## src/rtl/flag_parity_zero_unit.sv

```systemverilog
// flag_parity_zero_unit: registered status-flag generator for the execute stage.
// It computes x86-style parity of the low result byte and zero detection at 8, 16 and
// 32 bits, and selects the architectural ZF by operand size. Results appear one clock
// after capture.
//
// Optional feature: define PZU_SIGN_FLAG_EN to add the registered sign flag output sf.
//
// Ports:
//   clk       in   rising-edge clock
//   rst_n     in   asynchronous active-low reset
//   in_valid  in   capture strobe for data/op_size
//   data      in   [DATA_W-1:0] ALU/shifter result to evaluate
//   op_size   in   [1:0] 00=8-bit, 01=16-bit, 10=32-bit, 11=reserved
//   out_valid out  registered copy of in_valid
//   pf        out  parity flag (even number of ones in data[7:0])
//   zf        out  zero flag for the selected operand size
//   zero8     out  data[7:0] == 0, independent of op_size
//   zero16    out  data[15:0] == 0, independent of op_size
//   zero32    out  data[31:0] == 0, independent of op_size
//   sf        out  sign bit of the selected size (only with PZU_SIGN_FLAG_EN)
module flag_parity_zero_unit #(
  parameter int unsigned DATA_W = 32
) (
  input  logic              clk,
  input  logic              rst_n,
  input  logic              in_valid,
  input  logic [DATA_W-1:0] data,
  input  logic [1:0]        op_size,
  output logic              out_valid,
  output logic              pf,
  output logic              zf,
  output logic              zero8,
  output logic              zero16,
`ifdef PZU_SIGN_FLAG_EN
  output logic              zero32,
  output logic              sf
`else
  output logic              zero32
`endif
);

  // The zero detectors and sign taps are hard-wired to 8/16/32-bit fields.
  if (DATA_W != 32) begin : gen_width_check
    $error("flag_parity_zero_unit supports only DATA_W = 32");
  end

  localparam logic [1:0] Size8   = 2'b00;
  localparam logic [1:0] Size16  = 2'b01;
  localparam logic [1:0] Size32  = 2'b10;

  // Combinational flag computation.
  logic zero8_d, zero16_d, zero32_d;
  logic pf_d, zf_d;

  always_comb begin
    zero8_d  = ~|data[7:0];
    zero16_d = ~|data[15:0];
    zero32_d = ~|data[31:0];
    // PF always uses the low byte regardless of operand size.
    pf_d     = ~^data[7:0];
    zf_d     = 1'b0;
    unique case (op_size)
      Size8:   zf_d = zero8_d;
      Size16:  zf_d = zero16_d;
      Size32:  zf_d = zero32_d;
      default: begin
        // Reserved size forces the architectural flag vector to zero.
        zf_d = 1'b0;
        pf_d = 1'b0;
      end
    endcase
  end

`ifdef PZU_SIGN_FLAG_EN
  logic sf_d;

  always_comb begin
    sf_d = 1'b0;
    unique case (op_size)
      Size8:   sf_d = data[7];
      Size16:  sf_d = data[15];
      Size32:  sf_d = data[31];
      default: sf_d = 1'b0;
    endcase
  end
`endif

  // out_valid tracks in_valid each cycle; flags load only on capture and hold otherwise.
  always_ff @(posedge clk or negedge rst_n) begin
    if (!rst_n) begin
      out_valid <= 1'b0;
      pf        <= 1'b0;
      zf        <= 1'b0;
      zero8     <= 1'b0;
      zero16    <= 1'b0;
      zero32    <= 1'b0;
    end else begin
      out_valid <= in_valid;
      if (in_valid) begin
        pf     <= pf_d;
        zf     <= zf_d;
        zero8  <= zero8_d;
        zero16 <= zero16_d;
        zero32 <= zero32_d;
      end
    end
  end

`ifdef PZU_SIGN_FLAG_EN
  always_ff @(posedge clk or negedge rst_n) begin
    if (!rst_n) begin
      sf <= 1'b0;
    end else if (in_valid) begin
      sf <= sf_d;
    end
  end
`endif

endmodule

```

## config.mk

```make
export PLATFORM = sky130hd
export DESIGN_NAME = flag_parity_zero_unit
export DESIGN_NICKNAME = d
export VERILOG_FILES = /design/src/rtl/flag_parity_zero_unit.sv
export SDC_FILE = /design/constraint.sdc
export NUM_CORES = 1
export LEC_CHECK = 0
export ABC_AREA = 1
export CAP_MARGIN = 25
export CELL_PAD_IN_SITES_DETAIL_PLACEMENT = 1
export CELL_PAD_IN_SITES_GLOBAL_PLACEMENT = 1
export CORE_UTILIZATION = 18
export CTS_CLUSTER_DIAMETER = 80
export DETAILED_ROUTE_END_ITERATION = 10
export PLACE_DENSITY_LB_ADDON = 0.1
export SLEW_MARGIN = 20
export SYNTH_ARGS = -nofsm -noshare
export SYNTH_HDL_FRONTEND = slang
export SYNTH_SLANG_ARGS = --single-unit
```

## constraint.sdc

```tcl
create_clock -name clk -period 0.9 [get_ports clk]
set_input_delay 0.135 -clock clk [delete_from_list [all_inputs] [get_ports clk]]
set_output_delay 0.135 -clock clk [all_outputs]
set_load 0.01 [all_outputs]
```

# After elaboration in Yosys (flattened, before gate mapping)
# Index checks and enable logic that the tools add are counted.
[op_classes]
magnitude_cmp = 0
n_reduce_logical = 9
n_div = 0
n_addsub = 0
shifts = 0
muxes = 2
bitwise = 0
multipliers = 0
eq_ne = 2
[ops]
columns = ["op", "count"]
rows = [
  ["OR reduction 32 bit", 1],
  ["OR reduction 16 bit", 1],
  ["OR reduction 8 bit", 1],
  ["XNOR reduction 8 bit", 1],
  ["zero test 1 bit", 3],
  ["one-hot mux 1 bit (3 select lines)", 1],
  ["OR reduction 3 bit", 1],
  ["equality test 2 x 1 -> 1 bit, second input constant", 1],
  ["equality test 2 bit, second input constant", 1],
  ["zero test 2 bit", 1],
  ["two-way mux 1 bit", 1],
]
[word_totals]
rom_bits = 0
latchBits = 0
mem_count = 0
register_bits = 6
input_bits = 37
ramBits = 0

# Longest topological paths before layout
[depth]
ltp_word = 3
depth_mapped = 8

# Least setup slack after synthesis
# Ideal clock, no wire load.
[synth_path]
kind = "input to register"
start = "in data[4]"
end = "reg pf"
setup_ns = 0.126
t_required_ns = 0.774
path_buffers = 0
stages = 6
path_slack_ns = -0.020
arrival_time_ns = 0.794
cell_sequence = "inv_1 ha_1 xnor2_1 nand2_1 nand2_1 o21ai_0"
[synth_between]
elab_chain_len = 2
[synth_rtl]
columns = ["item", "line_no", "text"]
rows = [
  ["from (decl)", "27", "input logic [DATA_W-1:0] data,"],
  ["XNOR reduction 8 bit", "60", "pf_d = ~^data[7:0];"],
  ["two-way mux 1 bit", "62", "unique case (op_size)"],
  ["to (signal assigned)", "100", "pf <= pf_d;"],
  ["to (decl)", "30", "output logic pf,"],
]
# No other way between the ends.
# A chain may end at the register's enable or synchronous reset.

# Worst setup path after layout
[layout_path]
start = "reg zf"
end = "out zf"
[layout_rtl]
columns = ["item", "line_no", "text"]
rows = [
  ["from (decl)", "31", "output logic zf,"],
  ["from (signal assigned)", "101", "zf <= zf_d;"],
]
# No word-level cell between the ends.

==> results.json <==
{
  "worst-path-buf-inv": 1,
  "ant_nets": 0,
  "drtPass1Iterations": 3,
  "cp-startpoint": "zf",
  "drive_gt1_share_pct": 33.33,
  "syn_avg_cell_area_um2": 6.397,
  "cts_max_path_buffers": 2,
  "p_leak_nw": 0.6229,
  "cp_data_required_time_ns": 0.76,
  "io-pin-count": 43,
  "synthCells": 71,
  "routed_wl_um": 1539,
  "clockRootBuffer": "clkbuf_4",
  "slew_viol_final": 0,
  "insertion_delay_ns": 0.24,
  "start_util_pct": 19.77,
  "r2r-end": "zero32",
  "cts.htree.levels": 1,
  "antenna_found_initial": 0,
  "max_cap_violations": 0,
  "fin_crit_ns": 0.8977,
  "ys_top_cells_by_area": "dfrtp_1 (33%), nand2_1 (20%), nor2_1 (14%), ha_1 (11%), inv_1 (8.3%)",
  "whs_ns": 0.1329,
  "synth_flop_cell": "dfrtp_1",
  "setup_tns_ns": 0,
  "hold_viol": 0,
  "design_area_um2": 1060,
  "hold_path_class": "input pin to asynchronous set/reset pin",
  "yosys.cell_types.count": 14,
  "grt_pass1_wl_um": 2635,
  "worstMarginPinSlew_ns": 0.2781,
  "maxSlewHeadroom_pct": 81.40,
  "ir_drop_v": 0.0004230,
  "wl_per_cell_um": 10.19,
  "cp_cell_sequence": "buf_2",
  "synth_top_area_share_pct": 33.06,
  "r2r-start": "zero32",
  "grt_util_all_layers_pct": 13.18,
  "clock_sinks": 6,
  "fmax_mhz": 1114,
  "cts_buffers": 3,
  "cp-start-kind": "flop",
  "drcViolationCount": 0,
  "skew_ns": 0,
  "core-area_um2": 2297,
  "synth_area_um2": 454.2,
  "yosysSeqAreaShare_pct": 33.06,
  "dpl.cell_count": 147,
  "power.density_nw_per_um2": 795.8,
  "crit_path_end_kind": "output port",
  "die_h_um": 52.23,
  "cpPeakStageDelay_ns": 0.37,
  "grt_max_degree": 7,
  "place_congestion": 0.6856,
  "instances_no_fill": 151,
  "drtIter0Drc": 1,
  "rsz0062_at_grt": "true",
  "yosysMostFrequentCell": "nand2_1",
  "synth_commonest_cells": "nand2_1 (24), nor2_1 (17), inv_1 (10), dfrtp_1 (6), ha_1 (4)",
  "path_clk_slew_ns": 0.05,
  "dpl.hpwl_um": 1288,
  "cp-endpoint": "zf",
  "reg2reg_depth": 4,
  "port_buffers": 42,
  "final-setup-viol-count": 0,
  "ys_warn_count": 0,
  "grt_overflow": 0,
  "vias": 588,
  "yosys_register_bits": 6,
  "crit_fanout": 2,
  "placed_area_um2": 979.7,
  "synth_nets": 112,
  "rows": 17,
  "layout-area-overhead-vs-synth_pct": 133.3,
  "crit_cells": 1,
  "crit_type": "flop to output port",
  "cpMaxStageDelayCell": "dfrtp_1",
  "r2r_slack_ns": 0.07,
  "viasPerCell": 3.894,
  "async_flop_share_pct": 100.0,
  "status": "complete, no violations",
  "dieArea_um2": 2728,
  "arrival_ns": 0.76,
  "fin_nets": 166,
  "synth_top_area_cell": "dfrtp_1",
  "cts_tree": "done",
  "diodes": 0,
  "min_period_over_period_pct": 99.75,
  "die_w_um": 52.23,
  "synth_edf_count": 0,
  "cp_top_family": "flip-flops",
  "grt_pass1_vias": 672
}
==> power breakdown <==
group	leakage, nW	switching (mW)	internal (mW)	total (mW)
sequential	0.0800	0.00448	0.283	0.288
clock	0.0138	0.0982	0.151	0.249
combinational	0.529	0.121	0.186	0.306
==> cell usage in the layout (no fill, tap or decap) <==
cell type         n
nand2_1          19
dlygate4sd2_1    16
nor2_1           14
dlymetal6s2s_1   14
inv_2             9
buf_4             7
dfrtp_1           6
buf_2             6
nand2_2           5
ha_4              4
clkdlybuf4s50_1   4
nor2_2            3
o21ai_1           3
clkbuf_4          3
inv_1             2
clkdlybuf4s15_1   2
a21oi_2           1
or2_1             1
nor2_4            1
nand3_1           1
xnor2_2           1
xor2_2            1
==> layout make-up <==
type | count | area (um2)
fill | 295 | 1237
timing repair buffer | 49 | 457.9
multi-input combinational | 54 | 352.8
sequential | 6 | 150.1
inverter | 11 | 41.29
tap | 28 | 35.03
clock buffer | 3 | 22.52
==> logic make-up after synthesis <==
logic type      synth area share, %
compound gates                5.234
xor+xnor                      3.857
flops                         33.06
buf+inv                       9.091
simple gates                  37.74
fa+ha+maj                     11.02
==> sequential cells by signal, summed over array words and instances, names as in the netlist <==
| signal | cells |
|---|---|
| pf | 1 |
| out_valid | 1 |
| zero8 | 1 |
| zf | 1 |
| zero16 | 1 |
| zero32 | 1 |
==> worst reg2reg max path: stages (launching register included) <==
cell	delay, ns
dfrtp_1	0.37
buf_4	0.13
buf_4	0.12
nand2_1	0.05
o21ai_1	0.06
==> per-stage QoR <==
stage	utilization (%)	power [mW]	setup slack [ns]
after global routing	46.13	0.9186	-0.03612
after detailed placement	42.65	0.6090	-0.5349
final	46.13	0.8433	0.002266
after CTS	43.63	0.8664	-0.007827
after floorplan	-	0.3932	0.003487
after global placement	42.65	0.6015	-0.4938
==> worst min path at each step <==
stage	start	slack, ns	cells after the start	end
finish	rst_n	0.13	1	zero8
global route	rst_n	0.15	1	zero8
CTS	rst_n	0.13	1	zero8
detailed placement	rst_n	0.40	1	zero32
global placement	rst_n	0.40	1	zero16
floorplan	rst_n	-0.16	0	out_valid
==> timing repair <==
action                     4_1_cts  5_1_grt
hold buffers                     0        0
pin swaps                       20       23
hold endpoints to repair         0        0
setup buffers                    0        1
resized for setup               53       25
setup endpoints to repair       11       10
==> routing by layer <==
layer  vias up  share of wire [%]  wire [um]  global-route usage (%)
met5         -                  0          0                       0
met4         0                  0          0                   3.509
met2        15                 54        837                   24.57
li1        314                  -          -                       -
met1       259                 40        615                   13.84
met3         0                5.6         86                   4.638
(Power assumes the default switching activity.)
